$ cat config.mk
export PLATFORM = sky130hd
export DESIGN_NAME = uart_word_receiver
export DESIGN_NICKNAME = d
export VERILOG_FILES = /design/src/rtl/uart_word_receiver_pkg.sv /design/src/rtl/uart_rx_byte.sv /design/src/rtl/uart_word_receiver.sv
export SDC_FILE = /design/constraint.sdc
export NUM_CORES = 1
export LEC_CHECK = 0
export CAP_MARGIN = 20
export CORE_MARGIN = 2
export CORE_UTILIZATION = 28
export DETAILED_ROUTE_END_ITERATION = 8
export GPL_TIMING_DRIVEN = 0
export SKIP_LAST_GASP = 1
export SYNTH_ARGS = -nofsm -noshare
export SYNTH_HDL_FRONTEND = slang
export SYNTH_HIERARCHICAL = 1
export SYNTH_SLANG_ARGS = --single-unit
$ cat constraint.sdc
create_clock -name clk -period 3 [get_ports clk]
set_clock_uncertainty 0.15 [all_clocks]
set_input_delay 0.75 -clock clk [delete_from_list [all_inputs] [get_ports clk]]
set_output_delay 0.75 -clock clk [all_outputs]
set_load 0.03 [all_outputs]
$ cat src/rtl/uart_word_receiver_pkg.sv
// uart_word_receiver_pkg: shared receiver FSM states and framing constants
// Contents: state_t (IDLE, START, DATA, STOP, WAIT_IDLE), OVERSAMPLE, DATA_BITS
package uart_word_receiver_pkg;
    typedef enum logic [2:0] {IDLE, START, DATA, STOP, WAIT_IDLE} state_t;
    localparam int OVERSAMPLE = 16;
    localparam int DATA_BITS = 8;
endpackage

$ cat src/rtl/uart_rx_byte.sv
// uart_rx_byte: 8N1 byte receiver with 2-flop synchronizer, 16x tick generator and framing FSM
// Ports: clk, reset_n (async, active low), rxd (raw serial line),
//        byte_out/byte_valid (good byte + strobe), frame_error (bad stop strobe),
//        load/data (cycle-early copy of the byte load for the word assembler),
//        gap_tick (ticks while idle, only with RX_WORD_TIMEOUT_EN)
module uart_rx_byte
    import uart_word_receiver_pkg::*;
#(
    parameter int DIV = 1
) (
    input  logic       clk,
    input  logic       reset_n,
    input  logic       rxd,
    output logic [7:0] byte_out,
    output logic       byte_valid,
    output logic       frame_error,
    output logic       load,
    output logic [7:0] data
`ifdef RX_WORD_TIMEOUT_EN
    ,
    output logic       gap_tick
`endif
);
    localparam int DW = (DIV > 1) ? $clog2(DIV) : 1;
    logic [DW-1:0] r_div;
    logic          r_s1, r_s2, r_s3;
    state_t        r_state;
    logic [3:0]    r_sub;
    logic [2:0]    r_bit;
    logic [7:0]    r_shift;
    logic          w_tick, w_edge, w_idle;
    assign w_tick = (r_div == DW'(DIV - 1));
    assign w_edge = r_s3 & ~r_s2;
    assign w_idle = (r_state == IDLE);
    assign data   = r_shift;
    // Lets the word assembler register the word on the same edge as byte_out.
    assign load   = (r_state == STOP) && w_tick && (r_sub == 4'(OVERSAMPLE - 1)) && r_s2;
`ifdef RX_WORD_TIMEOUT_EN
    assign gap_tick = w_tick & w_idle;
`endif
    // Tick phase restarts on a start edge so mid-bit sampling is aligned to it.
    always_ff @(posedge clk or negedge reset_n) begin
        if (!reset_n) begin
            r_s1  <= 1'b1;
            r_s2  <= 1'b1;
            r_s3  <= 1'b1;
            r_div <= '0;
        end else begin
            r_s1  <= rxd;
            r_s2  <= r_s1;
            r_s3  <= r_s2;
            r_div <= ((w_idle && w_edge) || w_tick) ? '0 : r_div + 1'b1;
        end
    end
    always_ff @(posedge clk or negedge reset_n) begin
        if (!reset_n) begin
            r_state     <= IDLE;
            r_sub       <= '0;
            r_bit       <= '0;
            r_shift     <= '0;
            byte_out    <= '0;
            byte_valid  <= 1'b0;
            frame_error <= 1'b0;
        end else begin
            byte_valid  <= 1'b0;
            frame_error <= 1'b0;
            case (r_state)
                IDLE: if (w_edge) begin
                    r_state <= START;
                    r_sub   <= '0;
                end
                START: if (w_tick) begin
                    if (r_sub == 4'(OVERSAMPLE / 2 - 1)) begin
                        r_sub   <= '0;
                        r_bit   <= '0;
                        r_state <= r_s2 ? IDLE : DATA;
                    end else begin
                        r_sub <= r_sub + 4'd1;
                    end
                end
                DATA: if (w_tick) begin
                    r_sub <= r_sub + 4'd1;
                    if (r_sub == 4'(OVERSAMPLE - 1)) begin
                        r_shift <= {r_s2, r_shift[7:1]};
                        r_bit   <= r_bit + 3'd1;
                        if (r_bit == 3'(DATA_BITS - 1)) r_state <= STOP;
                    end
                end
                STOP: if (w_tick) begin
                    r_sub <= r_sub + 4'd1;
                    if (r_sub == 4'(OVERSAMPLE - 1)) begin
                        if (r_s2) begin
                            byte_out   <= r_shift;
                            byte_valid <= 1'b1;
                            r_state    <= IDLE;
                        end else begin
                            frame_error <= 1'b1;
                            r_state     <= WAIT_IDLE;
                        end
                    end
                end
                WAIT_IDLE: begin
                    if (!r_s2) r_sub <= '0;
                    else if (w_tick) begin
                        r_sub <= r_sub + 4'd1;
                        if (r_sub == 4'(OVERSAMPLE - 1)) r_state <= IDLE;
                    end
                end
                default: r_state <= IDLE;
            endcase
        end
    end
endmodule

$ cat src/rtl/uart_word_receiver.sv
// uart_word_receiver: UART byte receiver plus little-endian 32-bit word assembly
// Ports: clk, reset_n (async, active low), rxd (8N1 serial, idle high),
//        byte_out/byte_valid, word_out/word_valid, frame_error
// Option: RX_WORD_TIMEOUT_EN clears a partial word after TIMEOUT_BITS idle bit-times
module uart_word_receiver
    import uart_word_receiver_pkg::*;
#(
    parameter int CLK_FREQ_HZ  = 100000000,
    parameter int BAUD         = 9600,
    parameter int TIMEOUT_BITS = 32
) (
    input  logic        clk,
    input  logic        reset_n,
    input  logic        rxd,
    output logic [7:0]  byte_out,
    output logic        byte_valid,
    output logic [31:0] word_out,
    output logic        word_valid,
    output logic        frame_error
);
    localparam int DIV_RAW = CLK_FREQ_HZ / (BAUD * OVERSAMPLE);
    localparam int DIV = (DIV_RAW < 1) ? 1 : DIV_RAW;
    logic        w_load, w_timeout;
    logic [7:0]  w_data;
    logic [1:0]  r_idx;
    logic [23:0] r_buf;
`ifdef RX_WORD_TIMEOUT_EN
    localparam int TLIM = TIMEOUT_BITS * OVERSAMPLE;
    localparam int TW = $clog2(TLIM + 1);
    logic          w_gap_tick;
    logic [TW-1:0] r_tcnt;
    assign w_timeout = w_gap_tick && (r_idx != 2'd0) && (r_tcnt == TW'(TLIM - 1));
    // Counts idle ticks only while a partial word is pending; any frame activity restarts it.
    always_ff @(posedge clk or negedge reset_n) begin
        if (!reset_n) r_tcnt <= '0;
        else if (r_idx == 2'd0 || w_timeout || (w_gap_tick == 1'b0 && w_load)) r_tcnt <= '0;
        else if (w_gap_tick) r_tcnt <= r_tcnt + 1'b1;
    end
`else
    assign w_timeout = 1'b0;
`endif
    uart_rx_byte #(.DIV(DIV)) u_rx (
        .clk        (clk),
        .reset_n    (reset_n),
        .rxd        (rxd),
        .byte_out   (byte_out),
        .byte_valid (byte_valid),
        .frame_error(frame_error),
        .load       (w_load),
        .data       (w_data)
`ifdef RX_WORD_TIMEOUT_EN
        ,
        .gap_tick   (w_gap_tick)
`endif
    );
    // Stale bytes left in r_buf are harmless: each word rewrites lanes 0..2 before use.
    always_ff @(posedge clk or negedge reset_n) begin
        if (!reset_n) begin
            r_idx      <= '0;
            r_buf      <= '0;
            word_out   <= '0;
            word_valid <= 1'b0;
        end else begin
            word_valid <= 1'b0;
            if (frame_error || w_timeout) r_idx <= '0;
            else if (w_load) begin
                r_idx <= r_idx + 2'd1;
                if (r_idx == 2'd3) begin
                    word_out   <= {w_data, r_buf};
                    word_valid <= 1'b1;
                end else begin
                    r_buf[{r_idx, 3'b000} +: 8] <= w_data;
                end
            end
        end
    end
endmodule

==> flow_metrics.env <==
export IMPL_crit_path_top_delay_cell="nor4_4"
export IMPL_initial_core_util_pct=28.5
export IMPL_period_needed_ns=2.53
export IMPL_clock_path_buffers=2
export IMPL_period_share_pct=84.5
export IMPL_cts_resized_gates=0
export IMPL_htree_levels=3
export IMPL_ys_seq_area_share_pct=58.0
export IMPL_wire_per_inst_um=14.8
export IMPL_wirelength_mm=8.44
export IMPL_timing_hold_ws_ns=0.198
export IMPL_grt_pass1_wl_mm=14.3
export IMPL_start_kind="register"
export IMPL_postCtsHoldBufs=0
export IMPL_synth_area_leaders="dfrtp_1, mux2_2, a22o_1"
export IMPL_grt_usage_pct=10.9
export IMPL_cts_sinks=100
export IMPL_p_leak_uw=0.00245
export IMPL_hpwlAfterDp_mm=5.93
export IMPL_ios=46
export IMPL_postLayoutCellArea_sq_um=5310
export IMPL_cts_tree="yes"
export IMPL_grt_setup_unrepaired="no"
export IMPL_hold_class="input port to asynchronous set/reset pin"
export IMPL_cts_setup_buffers=0
export IMPL_synth_edf_count=0
export IMPL_crit_top_cell="buf_4"
export IMPL_ff_latch_area_sq_um=2510
export IMPL_status="complete, no violations"
export IMPL_max_slew_margin_rel_pct=36.3
export IMPL_n_fill_cell=1454
export IMPL_clockRootBuffer="clkbuf_16"
export IMPL_finalSetupViolations=0
export IMPL_drive_above_1_share_pct=24.0
export IMPL_synth_ff_latch_count=100
export IMPL_drtIter0Drc=180
export IMPL_dpl_cell_area_sq_um=5030
export IMPL_final_common_cell="dfrtp_1"
export IMPL_required_ns=3.12
export IMPL_postRouteAntennaNets=0
export IMPL_rows=45
export IMPL_cts_buffers=9
export IMPL_die_w_um=128
export IMPL_core_sq_um=15100
export IMPL_max_cap_viol_count=0
export IMPL_nets=391
export IMPL_num_vias=2704
export IMPL_synth_top_area_share_pct=56.2
export IMPL_netlist_area_sq_um=4320
export IMPL_hold_viol=0
export IMPL_dieHeight_um=128
export IMPL_ys_warn_count=6
export IMPL_synthFlopType="dfrtp_1"
export IMPL_worst_pin_slew_ns=0.945
export IMPL_place_gp_congestion=0.796
export IMPL_grt_pass1_vias=2712
export IMPL_portBuffers=45
export IMPL_ys_types=44
export IMPL_worstSetupPathType="register to register"
export IMPL_fmaxAchievable_mhz=395
export IMPL_grt_remaining_overflow=0
export IMPL_ir_drop_mv=0.310
export IMPL_cp_cell_sequence="clkbuf_1, and3_1, nand2_1, nor3_1, buf_4, nand4bb_1, buf_4, nor4_4, a22o_1"
export IMPL_diodes=0
export IMPL_vias_per_cell=4.74
export IMPL_die_area_sq_um=16400
export IMPL_area_growth_pct=23.0
export IMPL_async_flop_share_pct=100
export IMPL_drc=0
export IMPL_cpPeakStageDelay_ns=0.48
export IMPL_synth_fp_nets=334
export IMPL_grt_max_degree=72
export IMPL_drv_slew=0
export IMPL_dr_pass1_iters=4
export IMPL_insertion_delay_ns=0.34
export IMPL_power_density_nw_per_um2=581
export IMPL_worstPathArrival_ns=2.66
export IMPL_endpoint_kind="register"
export IMPL_layout_common_cells="dfrtp_1, mux2_2, clkdlybuf4s50_1"
export IMPL_synth_area_leader_cell="dfrtp_1"
export IMPL_clk_pin_slew_ns=0.07
export IMPL_multi_input_area_sq_um=1710
export IMPL_syn_inst=321
export IMPL_postSynthAreaPerCell_sq_um=13.5
export IMPL_cp_max_fo=9
export IMPL_antenna_found_initial=0
-- synth_stat cells, types with 2 or more instances --
library cell,n
mux2i_1,2
ha_1,10
mux2_1,2
mux2_2,48
and3_1,3
a22o_1,25
nand2b_1,2
nand2_1,17
o21bai_1,2
nor3b_1,3
nor4_4,3
nand4_2,2
xnor2_1,5
o21ai_0,9
dfstp_2,3
buf_4,4
nand3_1,10
a21oi_1,6
xor2_1,4
nand4bb_1,4
buf_2,7
nor2b_1,3
dfrtp_1,97
inv_1,9
nor2_1,16
nor3_4,2
a32o_1,2
nor3_1,5
-- report_power, final --
group | switching (uW) | internal (uW) | total, uW
clock network | 517 | 579 | 1100
logic | 294 | 204 | 498
registers | 83.2 | 1410 | 1490
-- worst max-delay path: cells and delay by family, from the launching register on --
kind                   cells  cell delay [ns]
AND/OR/NAND/NOR            5             1.14
flip-flops                 1             0.32
AO/OA/AOI/OAI              1             0.21
buffers and inverters      3             0.65
-- sequential cells by signal (all words and copies together), names as in the netlist, 2 cells and up --
name	cells
r_buf	24
r_idx	2
u_rx/byte_out	8
u_rx/data	8
u_rx/r_bit	3
u_rx/r_div	10
u_rx/r_state	3
u_rx/r_sub	4
word_out	32
-- through the flow --
stage	setup WS (ns)	setup TNS (ns)	utilization, %	power (uW)	cells
floorplan	0.788	0	-	1890	321
global placement	-2.64	-260.07	33.1	2000	554
detailed placement	0.464	0	33.2	2020	555
CTS	0.453	0	35.1	3130	571
global route	0.270	0	35.1	3260	571
finish	0.465	0	35.1	3090	571
-- final cells by class --
class,instances,area share [%]
Buffer,12,1.30
Clock buffer,10,4.31
Clock inverter,6,1.01
Inverter,9,0.636
Multi-Input combinational cell,200,32.2
Sequential cell,100,47.2
Tap cell,188,4.43
Timing Repair Buffer,46,8.95
-- cell families after synthesis --
group | Yosys count | synth area share, %
adders and majority gates | 10 | 2.90
and+or+nand+nor | 78 | 12.0
DFF | 100 | 58.0
buffers and inverters | 21 | 2.37
AOI/OAI and AO/OA | 51 | 9.35
xor gates and xnor gates | 9 | 1.82
muxes | 52 | 13.5
-- final timing paths --
path | from | cells after the start | endpoint | slack [ns]
min in group clk | u_rx/r_s1$_DFF_PN1_ | 0 | u_rx/r_s2$_DFF_PN1_ | 0.21
worst max-delay path | u_rx/r_sub[3]$_DFFE_PN0P_ | 9 | r_buf[6]$_DFFE_PN0P_ | 0.47
worst min register to register | u_rx/r_s1$_DFF_PN1_ | 0 | u_rx/r_s2$_DFF_PN1_ | 0.21
worst max register to register | u_rx/r_sub[3]$_DFFE_PN0P_ | 9 | r_buf[6]$_DFFE_PN0P_ | 0.47
worst min-delay path | reset_n | 1 | u_rx/r_div[2]$_DFF_PN0_ | 0.20
max in group asynchronous | reset_n | 2 | u_rx/r_s3$_DFF_PN1_ | 1.77
-- per-layer routing --
| layer | global-route usage, % | vias up | part of all wire (%) |
|---|---|---|---|
| met5 | 0 | - | 0 |
| met4 | 4.14 | 0 | 1.1 |
| met3 | 2.00 | 7 | 3.0 |
| met2 | 17.5 | 50 | 48 |
| met1 | 14.8 | 1367 | 48 |
| li1 | - | 1280 | - |
No activity file was read; power rests on OpenSTA's default activity.
